File: src/rtl/my_package.sv
// Shared widths and types for the adder datapath and its downstream sum accumulator.
package my_package;
   localparam int my_width     = 8;
   localparam int MY_ACC_CNT_W = 4;

   typedef logic [my_width:0] my_sum_t;

   typedef enum logic [1:0] {
      ACC_IDLE,
      ACC_ACCUM,
      ACC_HOLD
   } acc_state_e;
endpackage

File: src/rtl/my_sum_accum.sv
// Accumulates frames of len+1 sums and emits a total and a count. The result is valid the
// cycle after the final accept. Input is stalled while a result waits for out_ready.
module my_sum_accum
   import my_package::*;
#(
   parameter  int IN_W  = my_width + 1,
   parameter  int CNT_W = MY_ACC_CNT_W,
   localparam int ACC_W = IN_W + CNT_W
) (
   input  logic             clock,
   input  logic             reset,
   input  logic             in_valid,
   output logic             in_ready,
   input  logic [IN_W-1:0]  in_data,
   input  logic [CNT_W-1:0] len,
   input  logic             flush,
   output logic             out_valid,
   input  logic             out_ready,
   output logic [ACC_W-1:0] out_sum,
   output logic [CNT_W:0]   out_count
);

   localparam logic [CNT_W:0] CNT_ONE = CNT_W'(1);

   acc_state_e       state_q, state_d;
   logic [ACC_W-1:0] acc_q, acc_d;
   logic [CNT_W:0]   cnt_q, cnt_d;
   logic [CNT_W-1:0] len_q, len_d;
   logic [ACC_W-1:0] in_ext;

   assign in_ext = {{CNT_W{1'b0}}, in_data};

   always_comb begin
      state_d   = state_q;
      acc_d     = acc_q;
      cnt_d     = cnt_q;
      len_d     = len_q;
      in_ready  = 1'b0;
      out_valid = 1'b0;
      case (state_q)
         ACC_IDLE: begin
            in_ready = 1'b1;
            if (in_valid) begin
               len_d   = len;
               acc_d   = in_ext;
               cnt_d   = CNT_ONE;
               state_d = (len == '0) ? ACC_HOLD : ACC_ACCUM;
            end
         end
         ACC_ACCUM: begin
            in_ready = 1'b1;
            if (in_valid) begin
               acc_d = acc_q + in_ext;
               cnt_d = cnt_q + CNT_ONE;
               // cnt_q counts samples before this one, so equality means this is the last
               if ((cnt_q == {1'b0, len_q}) || flush) begin
                  state_d = ACC_HOLD;
               end
            end else if (flush) begin
               state_d = ACC_HOLD;
            end
         end
         ACC_HOLD: begin
            out_valid = 1'b1;
            if (out_ready) begin
               state_d = ACC_IDLE;
            end
         end
         default: state_d = ACC_IDLE;
      endcase
   end

   always_ff @(posedge clock) begin
      if (!reset) begin
         state_q <= ACC_IDLE;
         acc_q   <= '0;
         cnt_q   <= '0;
         len_q   <= '0;
      end else begin
         state_q <= state_d;
         acc_q   <= acc_d;
         cnt_q   <= cnt_d;
         len_q   <= len_d;
      end
   end

   assign out_sum   = acc_q;
   assign out_count = cnt_q;

endmodule

File: config.mk
export PLATFORM = sky130hd
export DESIGN_NAME = my_sum_accum
export DESIGN_NICKNAME = d
export VERILOG_FILES = /design/src/rtl/my_package.sv /design/src/rtl/my_sum_accum.sv
export SDC_FILE = /design/constraint.sdc
export NUM_CORES = 1
export LEC_CHECK = 0
export ABC_AREA = 1
export CAP_MARGIN = 10
export CORE_ASPECT_RATIO = 0.75
export CORE_MARGIN = 3
export CORE_UTILIZATION = 50
export DETAILED_ROUTE_END_ITERATION = 10
export DONT_BUFFER_PORTS = 1
export MAX_ROUTING_LAYER = met4
export PLACE_DENSITY_LB_ADDON = 0.12
export SLEW_MARGIN = 25
export SYNTH_ARGS = -nofsm -noshare
export SYNTH_HDL_FRONTEND = slang
export SYNTH_SLANG_ARGS = --single-unit
export TNS_END_PERCENT = 5
File: constraint.sdc
create_clock -name clock -period 2.05 [get_ports clock]
set_input_delay 0.41 -clock clock [delete_from_list [all_inputs] [get_ports clock]]
set_output_delay 0.41 -clock clock [all_outputs]
set_load 0.005 [all_outputs]
=== Yosys cells after proc, flatten, opt, wreduce, memory -nomap -nowiden ===
Index checks and enable logic that the tools add are counted.

* Flip-flop bits (word level): 24
* Logic and storage cells: 37
* Input bits: 18
* Output and inout bits: 20

* Multiplexer cells: 15
* Reduce and logical (&&, ||, !) cells: 8
* Equality and inequality tests: 8
* Add/subtract/negate cells: 2

{| class="wikitable"
|+ Operators by type and width
! operator !! number
|-
| two-way mux 13 bit || 2
|-
| one-hot mux 13 bit (2 select lines) || 1
|-
| adder 13 x 9 -> 13 bit || 1
|-
| two-way mux 2 bit || 6
|-
| two-way mux 5 bit || 2
|-
| one-hot mux 5 bit (2 select lines) || 1
|-
| != test 2 bit (second input constant) || 3
|-
| != test 3 bit (second input constant) || 2
|-
| one-hot mux 2 bit (3 select lines) || 1
|-
| adder 5 x 1 -> 5 bit (second input constant) || 1
|-
| equality test 5 x 4 -> 1 bit || 1
|-
| logical NOT 4 bit || 1
|-
| AND reduction 4 bit || 1
|-
| AND reduction 3 bit || 1
|-
| equality test 2 x 1 -> 1 bit (second input constant) || 1
|-
| equality test 2 bit (second input constant) || 1
|-
| logical NOT 2 bit || 1
|-
| two-way mux 1 bit || 2
|-
| AND reduction 2 bit || 1
|-
| nonzero test 2 bit || 1
|-
| OR reduction 2 bit || 1
|-
| logical OR 1 bit || 1
|}

=== Logic depth before layout (Yosys ltp) ===
Gate-level depths: netlist (run 1).

* Depth after elaboration: 5
* Depth in mapped cells: 11

=== Worst setup path before layout (run 1) ===
No wires, ideal clock.

* Path type: input port to flip-flop
* From: in in_data[0]
* To: reg acc_q[8] (netlist: out_sum[8])
* Library setup time: 0.129 ns
* Stages: 10
* Path buffers: 0
* Slack: 0.365 ns
* Arrival time: 1.556 ns
* Cells stage by stage: ha_1 fa_1 nand3_1 nand3_2 nand2_1 nand2_1 nand2_1 nand3_1 nand2_1 a21oi_1

* Word-level cells in the longest chain between the ends: 3

{| class="wikitable"
|+ Ends and longest elaborated chain
! element !! line !! RTL
|-
| start: declaration || my_sum_accum.sv:14 || <nowiki>input logic [IN_W-1:0] in_data,</nowiki>
|-
| adder 13 x 9 -> 13 bit || my_sum_accum.sv:53 || <nowiki>acc_d = acc_q + in_ext;</nowiki>
|-
| two-way mux 13 bit || my_sum_accum.sv:52 || <nowiki>if (in_valid) begin</nowiki>
|-
| one-hot mux 13 bit (2 select lines) || my_sum_accum.sv:40 || <nowiki>case (state_q)</nowiki>
|-
| end signal: assignment || my_sum_accum.sv:76 || <nowiki>acc_q <= '0;</nowiki>
|-
| end signal: assignment || my_sum_accum.sv:81 || <nowiki>acc_q <= acc_d;</nowiki>
|-
| end: declaration || my_sum_accum.sv:26 || <nowiki>logic [ACC_W-1:0] acc_q, acc_d;</nowiki>
|}

No other way between the ends. The select of a mux whose other input is x is not followed.
A chain may end at the register's enable or synchronous reset.

=== Final worst setup path (run 1) ===
* From: reg acc_q[0] (netlist: out_sum[0])
* To: reg acc_q[8] (netlist: out_sum[8])

* Word-level cells in the longest chain between the ends: 3

{| class="wikitable"
|+ Ends and longest elaborated chain
! element !! line
|-
| adder 13 x 9 -> 13 bit || my_sum_accum.sv:53
|-
| two-way mux 13 bit || my_sum_accum.sv:52
|-
| one-hot mux 13 bit (2 select lines) || my_sum_accum.sv:40
|}

No other way between the ends. The select of a mux whose other input is x is not followed.

==> qor.yml, run 1 <==
status:
  status: "completed"
cells_and_area:
  postLayoutCoreUtil: 0.573
  drive_gt1_frac: 0.0891
  diodes: 0
  nNetsFinal: 288
  final_cells: 296
  final_area_mm2: 0.00176
  synthToLayoutAreaGrowth_pct: 5.25
sta:
  worst_pin_slew_ns: 0.364
  rsz0062_at_grt: "no"
  period_needed_ns: 1.72
  setup_ws_ns: 0.327
  slew_headroom: 0.757
  fmax_mhz: 580
  setup_violations: 0
  whs_ns: 0.263
  slew_violations: 0
  setup_tns_ns: 0
  clock_skew_ns: 0.00580
  timing.final.crit_share: 0.840
  hold_violations: 0
floorplanning:
  io_pins: 38
  coreArea_mm2: 0.00306
  start_util: 0.545
  die_w_um: 72.7
  fp.dieArea_mm2: 0.00407
  fp.dieH_um: 56.0
  num_rows: 17
placement:
  placed_area_mm2: 0.00170
  place_ws_ns: 0.264
  placedCellCount: 292
  place.gp.congestion: 0.855
  port_buffers: 0
  place_hpwl_um: 2930
logic_synthesis:
  synth_cell_types: 28
  yosysTopAreaCell: "dfxtp_1"
  synth_area_leaders: "dfxtp_1, nand2_1, inv_1"
  seq_area_frac_synth: 0.288
  syn_area_per_cell_um2: 6.52
  synthesis.nets: 285
  netlist_area_mm2: 0.00167
  syn_inst: 256
  ys_seq_elements: 24
  synth_top_area_frac: 0.288
  yosysWarnings: 0
routing:
  ant_nets: 0
  vias: 1537
  wl_per_cell_um: 12.4
  drtPass1Iterations: 4
  routed_wl_um: 3660
  drc_errors: 0
  drt_iter0_drc: 71
  vias_per_cell: 5.19
clock_tree:
  cts_max_level: 1
  clockBufferDepth: 2
  root_buffer: "clkbuf_8"
  clk_transition_reported_paths_ns: 0.09
  cts_tree: "yes"
  cts_hold_buf: 0
  cts_buffers: 3
  cts.sinks: 24
  post_cts_buffers: 0
  clkLatencyLatePin_ns: 0.26
  ctsResizeCount: 0
worst_hold_path:
  worstHoldStart: "reset"
  hp-class: "in -> reg"
  hold_end: "state_q[0]"
  whs_path_depth: 2
critical_path:
  path_class: "reg -> reg"
  arrival_ns: 1.87
  crit_chain: "ha_1 -> fa_1 -> nand3_1 -> nand3_2 -> nand2_1 -> nand2_1 -> nand2_1 -> nand3_1 -> nand2_1 -> a21oi_1"
  regToRegEndpoint: "out_sum[8]"
  cp_common_cell: "nand2_1"
  worstPathRequired_ns: 2.20
  crit_path_start_kind: "register"
  endpoint_kind: "register"
  max_stage_delay_ns: 0.44
  r2r_slack_ns: 0.33
  r2r_start: "out_sum[0]"
  r2r_cells: 10
  crit_family: "adder cells"
  cp_max_fo: 3
  cpMaxStageDelayCell: "fa_1"
  cp_num_buf_inv: 0
power:
  leakage_nw: 0.890
  power_density_mw_per_mm2: 1030
  power_frac_comb: 0.457
  switching_share: 0.432
  vdd_drop_max_v: 0.000709
  power.internal_mw: 1.03
  power_mw: 1.81
  p_switching_mw: 0.782
  pwr-share-seq: 0.366
  p_clk_frac: 0.177
grt:
  grtUsageTotal: 0.204
  grt_pass1_vias: 1357
  grt_pass1_wl_um: 6470
  antenna_found_initial: 0
  grt_start_max_net_pins: 19
  grt_overflow: 0
run:
  maxCapViolCount: 0
-- worst max-delay path by stage --
stage / startpoint / to / cells after the start
final: out_sum[0] / out_sum[8] / 10
after global routing: out_sum[0] / out_sum[6] / 9
after CTS: out_sum[0] / out_sum[6] / 10
after detailed placement: in_data[0] / out_sum[6] / 10
after global placement: in_data[0] / out_sum[8] / 10
after floorplan: in_data[0] / out_sum[8] / 10
-- logic make-up (layout without fill, tap and decap cells) --
group,Yosys count,after routing,share of synthesized area
and+or+nand+nor,133,133,0.374
adders and majority gates,11,11,0.0870
DFF,24,24,0.288
xor gates and xnor gates,1,1,0.00525
AOI/OAI and AO/OA,44,44,0.140
buffers and inverters,43,45,0.105
-- registers in the layout, indices dropped and copies added (netlist names) --
name / cells
state_q: 2
out_sum: 13
out_count: 5
len_q: 4
-- metal layers --
layer	part of all wire	routed length (um)	track usage
met1	0.56	2040	0.320
met2	0.39	1430	0.263
met3	0.047	172	0.0469
met4	0.0044	16	0.0316
met5	0	0	-
-- power groups by stage --
stage	clock [mW]	combinational, mW	sequential [mW]
4_1_cts	0.336	0.825	0.664
3_3_place_gp	0	0.819	0.672
2_1_floorplan	0	0.705	0.633
6_report	0.321	0.827	0.662
5_1_grt	0.366	0.960	0.681
3_5_place_dp	0	0.820	0.674
-- synth_stat cells (all sizes together) --
master   n
a21oi   22
a31oi    2
and3     1
buf      2
clkbuf   1
dfxtp   24
fa       1
ha      10
inv     40
nand2   71
nand3   23
nand4    1
nor2    34
nor3     2
nor3b    1
o211ai   2
o21ai   15
o22ai    1
o31ai    2
xor2     1
-- area by class of cell --
type / instances / area, um2
Fill cell: 340 / 1310
Clock buffer: 4 / 55.1
Tap cell: 38 / 47.5
Inverter: 40 / 153
Timing Repair Buffer: 1 / 7.51
Multi-Input combinational cell: 189 / 1010
Sequential cell: 24 / 480
-- layout by cell type (no fill, tap or decap) --
master    count
o211ai_1      2
ha_1         10
and3_1        1
nor3b_1       1
fa_1          1
nand3_2       5
nor3_1        2
o31ai_1       2
nand2_2       3
nor2_1       30
a21oi_1      22
nor2_2        2
inv_2         3
nand4_1       1
xor2_1        1
inv_1        36
o22ai_1       1
nand2_4       2
nand2_1      66
inv_4         1
nor2_8        2
o21ai_0      15
clkbuf_8      4
buf_4         1
a31oi_1       2
nand3_1      18
dfxtp_1      24
No activity file was read; power rests on OpenSTA's default activity.
==> inputs of run 2 (changes only) <==
Clock period 2.05 ns to 1.76 ns, I/O delays scaled along.
==> run 2 against run 1 <==
  * First-iteration DRC count increased by 17%
  * Clock-buffer cell count unchanged
  * Sequential power increased by 17%
  * Critical path depth unchanged
  * Routed wire length increased by 4.4%
  * Design area increased by 3.4%
  * Sequential share of layout area decreased by 0.82 points
  * Clock power increased by 18%
  * Cell count increased by 1.0%
  * Combinational power increased by 23%
  * Clock skew decreased by 0.0023 ns
  * Utilization increased by 1.9 points
  * Highest routed layer unchanged
==> qor.yml, run 2 (synthesized netlist as in run 1, its figures left out) <==
floorplanning:
  die_w_um: 72.7  # unchanged
  fp.dieH_um: 56.0  # unchanged
  start_util: 0.545  # unchanged
  coreArea_mm2: 0.00306  # unchanged
  io_pins: 38  # unchanged
  num_rows: 17  # unchanged
  fp.dieArea_mm2: 0.00407  # unchanged
sta:
  setup_ws_ns: 0.112  # -0.215 ns
  fmax_mhz: 607  # +4.5%
  hold_violations: 0  # unchanged
  slew_violations: 0  # unchanged
  worst_pin_slew_ns: 0.365  # +0.00136 ns
  clock_skew_ns: 0.00348  # -0.00232 ns
  whs_ns: 0.200  # -0.0635 ns
  timing.final.crit_share: 0.936  # +0.0960
  setup_violations: 0  # unchanged
  period_needed_ns: 1.65  # -0.0747 ns
  slew_headroom: 0.756  # -0.000909
  setup_tns_ns: 0  # unchanged
clock_tree:
  cts_hold_buf: 0  # unchanged
  clk_transition_reported_paths_ns: 0.09  # about the same
  cts_max_level: 1  # unchanged
  cts_buffers: 3  # unchanged
  clkLatencyLatePin_ns: 0.27  # about the same
  cts.sinks: 24  # unchanged
  clockBufferDepth: 2  # unchanged
  root_buffer: "clkbuf_8"
  cts_tree: "yes"
grt:
  antenna_found_initial: 0  # unchanged
  grtUsageTotal: 0.204  # about the same
  grt_pass1_wl_um: 6480  # +0.22%
  grt_start_max_net_pins: 19  # unchanged
  grt_pass1_vias: 1371  # +1.0%
  grt_overflow: 0  # unchanged
critical_path:
  crit_path_start_kind: "register"
  arrival_ns: 1.80  # -0.07 ns
  worstPathRequired_ns: 1.91  # -0.29 ns
  endpoint_kind: "register"
  cp_max_fo: 3  # unchanged
  path_class: "reg -> reg"
  r2r_cells: 10  # unchanged
cells_and_area:
  postLayoutCoreUtil: 0.592  # +0.0192
  drive_gt1_frac: 0.126  # +0.0373
  nNetsFinal: 291  # +1.0%
  mostFrequentLayoutCells: "nand2_1, inv_1, nor2_1, dfxtp_1, a21oi_1"
  synthToLayoutAreaGrowth_pct: 8.78
  diodes: 0  # unchanged
  final_common_cell: "nand2_1"
  largest_register_ff_count: 13  # unchanged
  final_area_mm2: 0.00181  # +3.4%
  nFillCells: 323  # -5.0%
  final_cells: 299  # +1.0%
power:
  power_density_mw_per_mm2: 1200  # +16%
  vdd_drop_max_v: 0.000612  # -14%
  power_mw: 2.17  # +20%
  leakage_nw: 0.905  # +1.7%
worst_hold_path:
  whs_path_depth: 2  # unchanged
  hp-class: "in -> reg"
placement:
  place.gp.congestion: 0.877  # +2.5%
  port_buffers: 0  # unchanged
  place_hpwl_um: 2950  # +0.59%
  placedCellCount: 293  # +0.34%
  placed_area_mm2: 0.00171  # +0.44%
  place_ws_ns: 0.0270  # -0.237 ns
routing:
  ant_nets: 0  # unchanged
  vias_per_cell: 5.23  # +0.67%
  drc_errors: 0  # unchanged
  drt_iter0_drc: 83  # +17%
  routed_wl_um: 3820  # +4.4%
  vias: 1563  # +1.7%
  drtPass1Iterations: 4  # unchanged
  wl_per_cell_um: 12.8  # +3.4%
status:
  status: "completed"
run:
  maxCapViolCount: 0  # unchanged
[run 2: changes by cell type in the layout (fill, tap and decap cells not counted), sizes merged]
cell  before  now
buf        1    4
[run 2: power by group]
| group | leakage (nW) | switching (mW) | internal, mW |
|---|---|---|---|
| clock network | 0.0288 | 0.179 | 0.200 |
| registers | 0.197 | 0.123 | 0.653 |
| logic | 0.679 | 0.638 | 0.382 |
| total | 0.905 | 0.939 | 1.23 |
[run 2: critical path, stage by stage, from the launching register on]
cell     delay (ns)
dfxtp_2        0.34
ha_2           0.19
fa_2           0.43
nand3_2        0.13
nand3_4        0.09
nand2_2        0.07
nand2_1        0.05
nand2_1        0.05
nand3_1        0.06
nand2_1        0.07
a21oi_1        0.05
[run 2: path summary, 6_finish.rpt]
path / from / endpoint / slack (ns)
worst max-delay path: out_sum[0] / out_sum[6] / 0.11
worst min-delay path: reset / state_q[0] / 0.20
worst max register to register: out_sum[0] / out_sum[6] / 0.11
worst min register to register: out_count[4] / out_count[4] / 0.51
[run 2: area by class of cell]
class	count	area, um2	share of cell area
multi-input cells	189	1050	0.577
clock buffers	4	55.1	0.0303
inverters	40	153	0.0841
well taps	38	47.5	0.0262
repair buffers	4	30.0	0.0166
flip-flops and latches	24	482	0.266
[run 2: timing repair]
item,CTS,global route
buffers inserted,0,2
setup endpoints to repair,0,4
hold endpoints to repair,0,0
gates resized for setup,0,8
[run 2: per-layer routing]
layer	vias up	part of all wire	track usage
met5	-	0	-
met4	0	0.010	0.0553
met3	5	0.067	0.0451
met2	46	0.41	0.275
met1	678	0.52	0.302
li1	834	-	-
==> inputs of run 3 (changes only) <==
Settings changed: ABC_AREA 1 to not set.
==> run 3 against run 2 <==
  * The run now ends with negative setup slack left
  * Register-to-register slack got worse by 0.30 ns
  * Clock power rose by 2%
  * Via count fell by 16%
  * Critical path type unchanged
  * Highest routed layer unchanged
==> qor.yml, run 3 <==
cells_and_area:
  drive_gt1_frac: 0.224  # +0.0975
  diodes: 0  # unchanged
  largest_register_ff_count: 13  # unchanged
  mostFrequentLayoutCells: "dfxtp_1, buf_4, nand2_1, a21oi_1, nor2_1"
  final_area_mm2: 0.00179  # -1.3%
  synthToLayoutAreaGrowth_pct: 20.2
  final_cells: 228  # -24%
  nNetsFinal: 222  # -24%
  final_common_cell: "dfxtp_1"
power:
  pwr-share-seq: 0.365  # +0.008
  leakage_nw: 0.775  # -14%
  p_clk_frac: 0.207  # +0.033
  power_frac_comb: 0.428  # -0.041
  switching_share: 0.356  # -0.0765
  power.internal_mw: 1.20  # -2.9%
  vdd_drop_max_v: 0.000513  # -16%
  p_switching_mw: 0.661  # -30%
  power_density_mw_per_mm2: 1040  # -13%
floorplanning:
  num_rows: 16  # -1
  io_pins: 38  # unchanged
  fp.dieH_um: 53.3  # -4.9%
  die_w_um: 69.0  # -5.0%
  start_util: 0.547  # +0.00281
  fp.dieArea_mm2: 0.00368  # -9.7%
  coreArea_mm2: 0.00272  # -11%
logic_synthesis:
  synth_cell_types: 42  # +50%
  yosys.area_share.simple: 0.143  # -0.232
  synth_edf_count: 0  # unchanged
  synth_top_area_frac: 0.322  # +0.0343
  synth_fa_ha_area_frac: 0.0974  # +0.0104
  seq_area_frac_synth: 0.322  # +0.0343
  syn_area_per_cell_um2: 8.61  # +32%
  synth_xor_area_frac: 0.0764  # +0.0712
  synth_top_family_by_area: "compound AO/OA/AOI/OAI gates"
  yosysWarnings: 0  # unchanged
  async_flop_share: 0  # unchanged
  muxShareOfSynthArea: 0.0344  # +0.0344
  synthesis.nets: 202  # -29%
  yosysTopAreaCell: "dfxtp_1"
  synth_compound_area_frac: 0.287  # +0.147
  synth_area_leaders: "dfxtp_1, ha_1, a21oi_1"
  synth_most_common_cell: "dfxtp_1"
  ys_seq_elements: 24  # unchanged
  syn_inst: 173  # -32%
  netlist_area_mm2: 0.00149  # -11%
  ys.flop_type: "dfxtp_1"
  yosys-top-cells-count: "dfxtp_1, nand2_1, a21oi_1, nor2_1, ha_1"
sta:
  slew_headroom: 0.783  # +0.0265
  setup_tns_ns: -0.769  # -0.769 ns
  worst_pin_slew_ns: 0.325  # -0.0402 ns
  whs_ns: 0.202  # +0.00262 ns
  clock_skew_ns: 0.00869  # +0.00521 ns
  setup_violations: 6  # +6
  timing.final.crit_share: 1.11  # +0.171
  fmax_mhz: 513  # -15%
  slew_violations: 0  # unchanged
  period_needed_ns: 1.95  # +0.302 ns
  setup_ws_ns: -0.190  # -0.302 ns
  hold_violations: 0  # unchanged
  rsz0062_at_grt: "yes"
clock_tree:
  cts.sinks: 24  # unchanged
  clk_transition_reported_paths_ns: 0.09  # about the same
  cts_tree: "yes"
  clockBufferDepth: 2  # unchanged
  cts_buffers: 3  # unchanged
  root_buffer: "clkbuf_8"
  clkLatencyLatePin_ns: 0.27  # about the same
  cts_max_level: 1  # unchanged
routing:
  ant_nets: 0  # unchanged
  drtPass1Iterations: 4  # unchanged
  drc_errors: 0  # unchanged
  vias: 1320  # -16%
  wl_per_cell_um: 15.3  # +20%
  routed_wl_um: 3490  # -8.7%
  drt_iter0_drc: 96  # +16%
  vias_per_cell: 5.79  # +11%
worst_hold_path:
  hp-class: "in -> reg"
status:
  violations: "negative setup slack"
  status: "finished, violations left"
placement:
  port_buffers: 0  # unchanged
  place.gp.congestion: 0.854  # -2.6%
  placed_area_mm2: 0.00168  # -1.6%
  placedCellCount: 223  # -24%
  place_hpwl_um: 2640  # -11%
  place_ws_ns: -0.256  # -0.283 ns
grt:
  grt_pass1_vias: 1274  # -7.1%
  grt_overflow: 0  # unchanged
  grt_pass1_wl_um: 5780  # -11%
  grtUsageMet3: 0.0607  # +0.0156
  grt-busiest-layer: "met2"
  antenna_found_initial: 0  # unchanged
  grt_use_met1: 0.233  # -0.0696
  grt_start_max_net_pins: 22  # +3
  grtUsageTotal: 0.205  # +0.000246
  met2_usage: 0.361  # +0.0857
critical_path:
  worstPathRequired_ns: 1.94  # +0.03 ns
  cp_max_fo: 4  # +1
  endpoint_kind: "register"
  path_class: "reg -> reg"
  crit_path_start_kind: "register"
  arrival_ns: 2.13  # +0.33 ns
  r2r_slack_ns: -0.19  # -0.30 ns
run:
  maxCapViolCount: 0  # unchanged
run 3: changes by cell type in the layout (fill, tap and decap cells not counted), moves of 5 or more:
cell      previous run  this run
a21boi_0             0         5
a21o_1               0         5
a21oi_1             22        13
buf_4                4        21
inv_1               36         8
nand2_1             64        18
nand2_2              5         0
nand3_1             17         3
nand3_2              5         0
nor2_1              30        12
o21ai_0             15         9
xnor2_1              0         8
run 3: worst paths after layout:
kind | start | to | depth (start not counted)
worst max-delay path | out_sum[0] | out_sum[8] | 8
worst min-delay path | reset | out_sum[0] | 1
worst max register to register | out_sum[0] | out_sum[8] | 8
worst min register to register | len_q[1] | len_q[1] | 2
run 3: kinds of logic (layout without fill, tap and decap cells):
| kind of cell | count (synthesis) | after routing |
|---|---|---|
| compound gates | 59 | 59 |
| xor+xnor | 13 | 13 |
| fa+ha+maj | 11 | 11 |
| buf+inv | 15 | 34 |
| flops | 24 | 24 |
| mux | 5 | 5 |
| simple gates | 46 | 46 |
run 3: layout make-up:
class / instances / area, um2
sequential: 24 / 483
multi-input combinational: 134 / 1010
tap: 36 / 45.0
fill: 242 / 932
timing repair buffer: 22 / 169
clock buffer: 4 / 55.1
inverter: 8 / 30.0
run 3: stage by stage:
stage,power (mW),utilization
final,1.86,0.658
after global routing,2.00,0.658
after CTS,1.86,0.658
after detailed placement,1.44,0.617
after global placement,1.41,0.617
after floorplan,1.20,-
run 3: timing repair:
| action | CTS | global route |
|---|---|---|
| hold buffers | 0 | 0 |
| cloned | 0 | 0 |
| gates resized for setup | 9 | 0 |
| hold endpoints to repair | 0 | 0 |
| setup buffers | 1 | 0 |
| setup endpoints to repair | 8 | 8 |
| pin swaps | 4 | 1 |
run 3: worst max-delay path: stages, from the launching register on:
cell,delay [ns]
dfxtp_2,0.34
ha_4,0.16
fa_2,0.34
a21o_1,0.17
a21o_1,0.21
a31oi_4,0.18
o21ai_2,0.08
xor2_1,0.15
a41o_1,0.23
run 3: power groups by stage:
stage | logic [mW] | registers [mW] | clock network, mW
6_report | 0.796 | 0.679 | 0.385
5_1_grt | 0.885 | 0.689 | 0.425
4_1_cts | 0.790 | 0.679 | 0.396
3_5_place_dp | 0.747 | 0.690 | 0
3_3_place_gp | 0.727 | 0.685 | 0
2_1_floorplan | 0.521 | 0.681 | 0
run 3: per-layer routing:
layer	vias to the layer above	wire length [um]
met4	0	31
li1	665	-
met1	626	1580
met3	4	162
met5	-	0
met2	25	1710
